## config.mk

```make
export PLATFORM = sky130hd
export DESIGN_NAME = conv_mac_accumulate
export DESIGN_NICKNAME = d
export VERILOG_FILES = /design/src/rtl/conv_mac_accumulate.sv
export SDC_FILE = /design/constraint.sdc
export NUM_CORES = 1
export LEC_CHECK = 0
export CAP_MARGIN = 20
export CORE_AREA = 2 2 103 130
export CTS_CLUSTER_SIZE = 40
export DETAILED_ROUTE_END_ITERATION = 12
export DIE_AREA = 0 0 105 132
export MAX_ROUTING_LAYER = met4
export PLACE_DENSITY_LB_ADDON = 0.15
export SYNTH_ARGS = -nofsm -noshare
export SYNTH_HDL_FRONTEND = slang
export SYNTH_SLANG_ARGS = --single-unit
```

## constraint.sdc

```tcl
create_clock -name CLK -period 3.5 [get_ports CLK]
set_input_delay 0.35 -clock CLK [delete_from_list [all_inputs] [get_ports CLK]]
set_output_delay 0.35 -clock CLK [all_outputs]
set_load 0.01 [all_outputs]
```

## src/rtl/conv_mac_accumulate.sv

```systemverilog
// Convolution MAC/accumulate stage: multiplies image x filter taps, sums one window, writes to FEATURE RAM.
// Optional build macro CONV_RELU_EN clamps negative window sums to zero before saturation.
module conv_mac_accumulate #(
  parameter int DW     = 8,
  parameter int TAPS   = 9,
  parameter int RD_LAT = 1,
  parameter int ACC_W  = 20,
  parameter int OUT_W  = 20,
  parameter int AW     = 5
) (
  input  logic          CLK,
  input  logic          RST,
  input  logic          IMAGE_RAM_EN,
  input  logic          FILTER_RAM_EN,
  input  logic [DW-1:0] IMAGE_RAM_DOUT,
  input  logic [DW-1:0] FILTER_RAM_DOUT,
  input  logic          Load_done,
  input  logic          Whole_done,
  input  logic [AW-1:0] FEATURE_RAM_ADDR,
  output logic          FEATURE_WE,
  output logic [AW-1:0] FEATURE_WADDR,
  output logic [OUT_W-1:0] FEATURE_DIN,
  output logic          Busy,
  output logic          Conv_done,
  output logic          Tap_err
);

  localparam int CW = $clog2(TAPS + 1) + 1;

  // Strobe semantics: there is no back-pressure. A tap is valid in the cycle both RAM enables are high;
  // its data shows up on the DOUT buses RD_LAT cycles later. Load_done/Whole_done/address travel with it.
  logic          tap_v;
  logic [RD_LAT-1:0] dl_tap, dl_ld, dl_wd;
  logic [AW-1:0] dl_addr [RD_LAT];

  logic                    m_tap, m_ld, m_wd;
  logic [AW-1:0]           m_addr;
  logic signed [2*DW-1:0]  m_prod;

  logic signed [ACC_W-1:0] acc;
  logic [CW-1:0]           tap_cnt;
  logic                    final_wr;

  logic signed [ACC_W-1:0] prod_ext;
  logic signed [ACC_W-1:0] acc_next;
  logic signed [ACC_W-1:0] post_val;
  logic [OUT_W-1:0]        sat_val;
  logic [CW-1:0]           cnt_next;
  logic                    done;
  logic                    window_open;

  assign tap_v = IMAGE_RAM_EN & FILTER_RAM_EN;

  always_ff @(posedge CLK or negedge RST) begin
    if (!RST) begin
      dl_tap <= '0;
      dl_ld  <= '0;
      dl_wd  <= '0;
      for (int i = 0; i < RD_LAT; i++) dl_addr[i] <= '0;
    end else begin
      dl_tap[0]  <= tap_v;
      dl_ld[0]   <= Load_done;
      dl_wd[0]   <= Whole_done;
      dl_addr[0] <= FEATURE_RAM_ADDR;
      for (int i = 1; i < RD_LAT; i++) begin
        dl_tap[i]  <= dl_tap[i-1];
        dl_ld[i]   <= dl_ld[i-1];
        dl_wd[i]   <= dl_wd[i-1];
        dl_addr[i] <= dl_addr[i-1];
      end
    end
  end

  // Multiply stage: RAM data is aligned with the last delay-line slot.
  always_ff @(posedge CLK or negedge RST) begin
    if (!RST) begin
      m_tap  <= 1'b0;
      m_ld   <= 1'b0;
      m_wd   <= 1'b0;
      m_addr <= '0;
      m_prod <= '0;
    end else begin
      m_tap  <= dl_tap[RD_LAT-1];
      m_ld   <= dl_ld[RD_LAT-1];
      m_wd   <= dl_wd[RD_LAT-1];
      m_addr <= dl_addr[RD_LAT-1];
      if (dl_tap[RD_LAT-1])
        m_prod <= $signed({{DW{IMAGE_RAM_DOUT[DW-1]}}, IMAGE_RAM_DOUT}) *
                  $signed({{DW{FILTER_RAM_DOUT[DW-1]}}, FILTER_RAM_DOUT});
    end
  end

  always_comb begin
    window_open = (tap_cnt != '0);
    done        = m_ld | m_wd;
    prod_ext    = ACC_W'(m_prod);
    acc_next    = (window_open ? acc : '0) + (m_tap ? prod_ext : '0);
    // Counter saturates so a runaway window still reads as a mismatch.
    cnt_next    = (m_tap && (tap_cnt != '1)) ? tap_cnt + 1'b1 : tap_cnt;
  end

`ifdef CONV_RELU_EN
  always_comb post_val = acc_next[ACC_W-1] ? '0 : acc_next;
`else
  always_comb post_val = acc_next;
`endif

  generate
    if (OUT_W < ACC_W) begin : g_sat
      localparam logic signed [ACC_W-1:0] SAT_MAX = ACC_W'((64'sd1 <<< (OUT_W - 1)) - 64'sd1);
      localparam logic signed [ACC_W-1:0] SAT_MIN = ~SAT_MAX;
      always_comb begin
        if (post_val > SAT_MAX)      sat_val = SAT_MAX[OUT_W-1:0];
        else if (post_val < SAT_MIN) sat_val = SAT_MIN[OUT_W-1:0];
        else                         sat_val = post_val[OUT_W-1:0];
      end
    end else begin : g_pass
      always_comb sat_val = post_val[OUT_W-1:0];
    end
  endgenerate

  // Accumulate stage: a done flag closes the window, writes the result and reopens empty.
  always_ff @(posedge CLK or negedge RST) begin
    if (!RST) begin
      acc           <= '0;
      tap_cnt       <= '0;
      FEATURE_WE    <= 1'b0;
      FEATURE_WADDR <= '0;
      FEATURE_DIN   <= '0;
      Tap_err       <= 1'b0;
      final_wr      <= 1'b0;
      Conv_done     <= 1'b0;
    end else begin
      FEATURE_WE <= done;
      final_wr   <= m_wd;
      Conv_done  <= final_wr;
      if (done) begin
        FEATURE_WADDR <= m_addr;
        FEATURE_DIN   <= sat_val;
        acc           <= '0;
        tap_cnt       <= '0;
        if (cnt_next != CW'(TAPS)) Tap_err <= 1'b1;
      end else begin
        acc     <= acc_next;
        tap_cnt <= cnt_next;
      end
    end
  end

  assign Busy = (|dl_tap) | (|dl_ld) | (|dl_wd) | m_tap | m_ld | m_wd | (tap_cnt != '0);

endmodule

```

### Word-level counts from Yosys, hierarchy flattened

Index checks and enable logic that the tools add are counted.

| word-level totals | value |
|---|---|
| register bits after elaboration | 86 |

| cells by class | value |
|---|---|
| multiply operators | 1 |
| mux-type cells | 5 |
| equality and inequality tests | 2 |
| $add $sub $neg | 2 |
| reductions and logical operators | 3 |
| bitwise operators | 8 |

Operator list:

| kind | count |
|---|---|
| 2-to-1 mux 20 bit | 3 |
| adder 20 bit | 1 |
| multiplier 8 x 8 -> 16 bit | 1 |
| 2-to-1 mux 5 bit | 2 |
| OR 1 bit | 7 |
| adder 5 x 1 -> 5 bit (second input constant) | 1 |
| != test 5 x 4 -> 1 bit (second input constant) | 1 |
| != test 5 bit (second input constant) | 1 |
| nonzero test 5 bit | 1 |
| AND reduction 2 bit | 1 |
| AND 1 bit | 1 |
| logical AND 1 bit | 1 |

### Logic depth before layout (Yosys ltp)

Gate-level depths: netlist of run 1.

| logic depth | value |
|---|---|
| word-level depth | 6 |
| depth in mapped cells | 17 |
| mapped depth without buffers | 17 |

### Worst setup path before layout of run 1

No wires, ideal clock.

| timing path | value |
|---|---|
| path kind | input port to flip-flop |
| start point | input port FILTER_RAM_DOUT[4] |
| end point | register m_prod[14] |
| data arrival time | 4.287 ns |
| required time | 3.380 ns |
| library setup time | 0.120 ns |
| stages on the path | 15 |
| slack | -0.907 ns |
| cells stage by stage | and2_1 > fa_1 > inv_1 > fa_1 > inv_1 > fa_1 > inv_1 > fa_1 > inv_1 > ha_1 > a211o_1 > a21oi_1 > a211oi_1 > or3_1 > a31o_2 |

| between the ends | value |
|---|---|
| cells in the longest elaborated chain, start to end | 1 |

Ends and longest elaborated chain:

| item | RTL line | source |
|---|---|---|
| from (decl) | 16 | `input logic [DW-1:0] FILTER_RAM_DOUT,` |
| multiplier 8 x 8 -> 16 bit | 88 | `m_prod <= $signed({{DW{IMAGE_RAM_DOUT[DW-1]}}, IMAGE_RAM_DOUT}) *` |
| to (signal assigned) | 88 |  |
| to (decl) | 38 | `logic signed [2*DW-1:0] m_prod;` |

No other way between the ends.
A chain may end at the register's enable or synchronous reset.

### Worst setup path in the final report of run 1

| timing path | value |
|---|---|
| start point | input port FILTER_RAM_DOUT[3] |
| end point | register m_prod[15] |

The elaborated chain is that of the path after synthesis.

==> qor.csv, run 1 <==
stage,metric,value,unit
logic_synthesis,synth_ff_type,dfrtp_1,
place,hpwl,10800,um
sta,final.period_utilization,115,%
power_and_ir_drop,p_leak,4.04,nW
hold_path,hold_path_startpoint,dl_addr[2],
worst_setup_path,crit_chain,buf_8 > buf_6 > and2_4 > fa_2 > inv_2 > fa_1 > inv_2 > fa_1 > inv_2 > fa_1 > inv_2 > ha_4 > o21ai_4 > buf_4 > o21ai_4 > a41oi_2 > a21oi_2 > xnor2_1 > mux2_2,
logic_synthesis,yosys_register_bits,86,
sta,fmax,0.248,GHz
worst_setup_path,path_delay_family,adder cells,
cells_and_area,areaGrowthSynthToFinish,27.0,%
floorplan,start_util,53.4,%
status,status,"complete, but fails checks",
place,dp_slack,-1.31,ns
worst_setup_path,reg2reg_slack,0.22,ns
sta,worst_pin_slew,0.845,ns
cells_and_area,layout.nets,940,
hold_path,whs_path_depth,0,
logic_synthesis,synth_fa_ha_area_share,26.3,%
cts,cts.sinks,86,
cts,insertion_delay,0.34,ns
global_routing,grtUsageTotal,22.2,%
floorplan,die_y,132,um
sta,rsz0062_at_grt,true,
cells_and_area,antennaDiodeCount,0,
route,dr.pass1.iters,4,
route,drtAntennaViolNets,0,
global_routing,antenna_found_initial,0,
floorplan,boundaryPins,56,
route,drc,0,
cells_and_area,final_common_cell,dfrtp_1,
cts,root_buffer,clkbuf_16,
worst_setup_path,slowest_stage,fa_1,
route,routed_wl,14000,um
status,violations,setup timing,
worst_setup_path,path_max_fanout,3,
sta,setup_viol,8,
place,dp_cells,953,
worst_setup_path,max_stage_delay,0.55,ns
cts,cts_buffers,9,
cells_and_area,final_cell_mix,"86 x dfrtp_1, 76 x inv_1, 63 x nand2_1",
route,wl_per_cell,14.4,um
worst_setup_path,required,3.73,ns
cells_and_area,final_util,67.8,%
worst_setup_path,worst-path-buf-inv,7,
worst_setup_path,crit_path_end_kind,flip-flop,
worst_setup_path,r2r_cells,13,
floorplan,die_w,105,um
hold_path,worstHoldEndpoint,m_addr[2],
logic_synthesis,synth_cell_types,55,
logic_synthesis,syn_area,6700,um^2
power_and_ir_drop,peakVddDrop,309,uV
logic_synthesis,yosys_warnings,0,
route,vias,5139,
floorplan,rows,46,
worst_setup_path,critPathLaunchType,input port,
logic_synthesis,synth_edf_count,0,
sta,hold_violations,0,
run,drv_cap,0,
logic_synthesis,synth_compound_area_share,9.64,%
cts,clk_path_buf_depth,2,
sta,final.min_clock_period,4.04,ns
worst_setup_path,regToRegStartpoint,tap_cnt[0],
worst_setup_path,critical_path_class,in2reg,
sta,slew_viol_final,0,
worst_setup_path,worst_ep_arrival_time,4.27,ns
route,routed_via_density,5.25,
global_routing,grt_pass1_vias,5382,
logic_synthesis,synth-simple-area-share,19.1,%
sta,skew,0.00544,ns
route,drt_iter0_drc,255,
cts,cts.reportedPaths.clkPinSlew,0.06,ns
global_routing,grt_first_pass_wirelength,24500,um
place,io_buffers,55,
worst_setup_path,r2r-end,FEATURE_DIN[12],
place,gp_congestion,0.824,
cells_and_area,stdcell_count,978,
logic_synthesis,postSynthAreaPerCell,9.66,um^2
floorplan,coreArea,12500,um^2
sta,slew_headroom,43.7,%
logic_synthesis,synthMuxAreaShare,2.32,%
sta,setup_ws,-0.540,ns
logic_synthesis,syn-num-nets,827,
logic_synthesis,async_flop_share,100,%
hold_path,hold_class,reg2reg,
cells_and_area,drive_above_1_share,21.6,%
logic_synthesis,syn-instance-count,693,
global_routing,grt_overflow,0,
global_routing,grt_max_degree,87,
cts,cts_tree,built,
logic_synthesis,synth_top_family_by_area,adder cells,
logic_synthesis,synth-xor-area-share,4.45,%
logic_synthesis,seq_area_frac_synth,32.1,%
power_and_ir_drop,p_per_area,594,nW/um^2
floorplan,die-area,13900,um^2
cts,h-tree-depth,3,
worst_setup_path,crit_top_cell,inv_2,
sta,setup_tns,-3.03,ns
-- Yosys cell counts (all sizes together), types with 3 or more instances --
cell type	number	area (um^2)
inv	88	330
dfrtp	86	2150
nand2	66	250
fa	56	1120
and2	55	344
ha	51	638
nor2	42	160
o21ai	31	155
nor2b	29	181
a21oi	24	128
xnor2	22	193
clkbuf	12	45.0
mux2	12	135
xor2	12	105
nor3	10	50.1
a211oi	9	72.6
nand2b	9	56.3
nand3	9	50.1
a21o	8	60.1
buf	6	31.3
nand4	6	37.5
or3	6	37.5
o21a	5	37.5
and3	4	25.0
nor4	4	25.0
o21bai	3	22.5
o31ai	3	22.5
-- cells by family after synthesis --
logic type               count (synthesis)
AO/OA/AOI/OAI                           99
multiplexers                            14
AND/OR/NAND/NOR                        247
XOR/XNOR                                34
buffers and inverters                  106
flip-flops                              86
adder cells (fa/ha/maj)                107
-- layout make-up --
type	instances	area, um^2
well taps	168	210
multi-input cells	501	4440
fillers	981	4040
flip-flops and latches	86	2150
clock buffers	9	225
repair buffers	120	1080
clock inverters	6	72.6
inverters	88	330
-- state kept, by name (all words and copies together), names as in the netlist, 5 cells and up --
register	flops
FEATURE_DIN	20
FEATURE_WADDR	5
acc	20
dl_addr	5
m_addr	5
m_prod	16
tap_cnt	5
-- where the power goes --
group | switching, mW | internal [mW]
clock network | 0.394 | 0.554
registers | 0.0704 | 1.14
logic | 1.35 | 1.54
-- through the flow --
step	total power [mW]	hold WS, ns	area [um^2]
global placement	3.57	0.332	7940
detailed placement	3.65	0.336	7940
finish	5.05	0.347	8510
CTS	4.82	0.234	8380
floorplan	2.89	0.0544	6810
global route	5.47	0.355	8510
-- worst max path at each step --
| stage | to | slack, ns | cells after the start | start |
|---|---|---|---|---|
| after floorplan | m_prod[14] | -0.60 | 15 | IMAGE_RAM_DOUT[7] |
| after global placement | m_prod[14] | -1.25 | 16 | IMAGE_RAM_DOUT[7] |
| after detailed placement | m_prod[15] | -1.31 | 17 | FILTER_RAM_DOUT[4] |
| after CTS | m_prod[14] | -0.58 | 17 | FILTER_RAM_DOUT[3] |
| after global routing | m_prod[15] | -0.66 | 19 | FILTER_RAM_DOUT[3] |
| final | m_prod[15] | -0.54 | 19 | FILTER_RAM_DOUT[3] |
-- what timing repair did --
item	4_1_cts	5_1_grt
endpoints found under the setup margin	11	10
resized for setup	100	31
buffers inserted	8	1
gates cloned	0	0
pin swaps	31	35
hold buffers	0	1
endpoints found under the hold margin	0	33
-- metal layers --
metal  track usage (%)  wire, um  vias up
met5                 -         0        -
met4              8.67       388        0
met3              2.57       379       31
met2              38.8      7610      107
met1              26.1      5660     2520
li1                  -         -     2481
(Power assumes the default switching activity.)
==> run 2, diff against run 1 <==
--- a/config.mk
+++ b/config.mk
@@ -6,12 +6,15 @@
 export NUM_CORES = 1
 export LEC_CHECK = 0
 export CAP_MARGIN = 20
-export CORE_AREA = 2 2 103 130
+export CELL_PAD_IN_SITES_DETAIL_PLACEMENT = 1
+export CELL_PAD_IN_SITES_GLOBAL_PLACEMENT = 1
+export CORE_AREA = 2 2 111 140
 export CTS_CLUSTER_SIZE = 40
 export DETAILED_ROUTE_END_ITERATION = 12
-export DIE_AREA = 0 0 105 132
+export DIE_AREA = 0 0 113 142
 export MAX_ROUTING_LAYER = met4
 export PLACE_DENSITY_LB_ADDON = 0.15
+export SLEW_MARGIN = 25
 export SYNTH_ARGS = -nofsm -noshare
 export SYNTH_HDL_FRONTEND = slang
 export SYNTH_SLANG_ARGS = --single-unit
==> qor.csv, run 2 (same netlist as run 1, synthesis figures left out) <==
stage,metric,value,unit
status,status,"complete, but fails checks",
status,violations,"DRC, setup timing",
place,hpwl,12800,um
place,dp_slack,-1.41,ns
cts,cts_hold_buf,0,
cts,insertion_delay,0.34,ns
global_routing,grt_first_pass_wirelength,28500,um
hold_path,hold_class,in2async,
worst_setup_path,cp.depth,17,
global_routing,met1_usage,25.4,%
floorplan,boundaryPins,56,
place,gp_congestion,0.907,
cells_and_area,drive_above_1_share,22.8,%
power_and_ir_drop,p_leak,4.10,nW
sta,slew_viol_final,0,
route,vias,5217,
global_routing,use_met2,42.5,%
floorplan,die-area,16000,um^2
route,drt_iter0_drc,273,
cells_and_area,antennaDiodeCount,0,
global_routing,grtUsageTotal,22.7,%
sta,setup_viol,9,
cells_and_area,areaGrowthSynthToFinish,28.5,%
cells_and_area,biggestRegsByFlops,"FEATURE_DIN: 20 flops, acc: 20 flops, m_prod: 16 flops",
worst_setup_path,worst-path-buf-inv,6,
sta,rsz0062_at_grt,true,
route,drtAntennaViolNets,0,
sta,setup_ws,-0.536,ns
worst_setup_path,slowest_stage,fa_1,
cts,h-tree-depth,3,
sta,hold_violations,0,
sta,setup_tns,-3.43,ns
cells_and_area,final_util,58.3,%
cts,cts_tree,built,
floorplan,start_util,45.4,%
sta,fmax,0.248,GHz
worst_setup_path,critPathLaunchType,input port,
worst_setup_path,critical_path_class,in2reg,
power_and_ir_drop,peakVddDrop,320,uV
sta,final.min_clock_period,4.04,ns
sta,slew_headroom,38.1,%
worst_setup_path,crit_top_cell,fa_1,
worst_setup_path,required,3.73,ns
sta,final.period_utilization,115,%
cts,clk_path_buf_depth,2,
route,drc,4,
global_routing,antenna_found_initial,0,
route,dr.pass1.iters,10,
cts,cts_buffers,9,
cells_and_area,fillers,1628,
worst_setup_path,r2r-end,FEATURE_DIN[12],
sta,skew,0.00737,ns
worst_setup_path,crit_chain,buf_6 > and2_4 > buf_4 > inv_1 > fa_1 > inv_1 > fa_1 > fa_1 > inv_1 > fa_1 > inv_2 > ha_4 > a211o_4 > a21oi_4 > a211oi_2 > or3_1 > a31o_2,
cells_and_area,final_cell_mix,"86 x dfrtp_1, 75 x inv_1, 63 x buf_4",
route,wl_per_cell,16.6,um
floorplan,die_w,113,um
floorplan,coreArea,14800,um^2
worst_setup_path,regToRegStartpoint,tap_cnt[0],
power_and_ir_drop,p_per_area,624,nW/um^2
worst_setup_path,path_delay_family,adder cells,
global_routing,grt_max_degree,77,
floorplan,die_y,142,um
cts,root_buffer,clkbuf_16,
route,routed_wl,16600,um
worst_setup_path,worst_ep_arrival_time,4.27,ns
run,drv_cap,0,
route,routed_via_density,5.23,
worst_setup_path,max_stage_delay,0.55,ns
floorplan,rows,50,
cts,cts.reportedPaths.clkPinSlew,0.06,ns
worst_setup_path,path_max_fanout,7,
power_and_ir_drop,power,5.37,mW
global_routing,grt_overflow,0,
global_routing,top_usage_layer,met2,
cells_and_area,final_common_cell,dfrtp_1,
global_routing,grt_pass1_vias,5896,
worst_setup_path,r2r_cells,13,
cells_and_area,layout.nets,944,
worst_setup_path,worstSetupStartpoint,IMAGE_RAM_DOUT[7],
worst_setup_path,endpoint,m_prod[14],
sta,worst_pin_slew,0.929,ns
cts,cts.sinks,86,
place,io_buffers,55,
worst_setup_path,crit_path_end_kind,flip-flop,
global_routing,use_met3,2.04,%
worst_setup_path,reg2reg_slack,0.23,ns
run 2: final cells by class:
type                    instances  area (um^2)  share of cell area, %
multi-input cells             501         4480                   52.1
flip-flops and latches         86         2150                   25.0
repair buffers                124         1080                   12.5
inverters                      88          330                   3.84
clock buffers                  11          233                   2.70
well taps                     182          228                   2.65
clock inverters                 5          106                   1.24
run 2: through the flow:
step / cell area [um^2] / hold WS [ns] / std cells
2_1_floorplan: 6810 / 0.0544 / 693
3_3_place_gp: 7930 / 0.332 / 966
3_5_place_dp: 7930 / 0.338 / 966
4_1_cts: 8550 / 0.178 / 995
5_1_grt: 8610 / 0.222 / 997
6_report: 8610 / 0.147 / 997
run 2: per-layer routing:
layer,vias to the layer above,wire length [um]
met1,2632,6710
met3,25,324
met4,0,323
met5,-,0
li1,2489,-
met2,71,9220
run 2: worst min-delay path by stage:
stage / cells after the start / end / slack [ns] / startpoint
floorplan: 0 / Conv_done / 0.05 / RST
global placement: 0 / m_addr[0] / 0.33 / dl_addr[0]
detailed placement: 0 / m_addr[3] / 0.34 / dl_addr[3]
CTS: 1 / tap_cnt[0] / 0.18 / RST
global route: 1 / tap_cnt[0] / 0.22 / RST
finish: 1 / tap_cnt[0] / 0.15 / RST
run 2: power by group:
part / leakage, nW / switching (mW) / internal, mW
sequential: 1.10 / 0.0738 / 1.14
combinational: 2.84 / 1.47 / 1.60
clock: 0.160 / 0.384 / 0.700
run 2: repair_timing:
item                                    CTS  global route
pin swaps                                25            39
buffers inserted                         13             5
endpoints found under the setup margin   11            23
resized for setup                        91            49
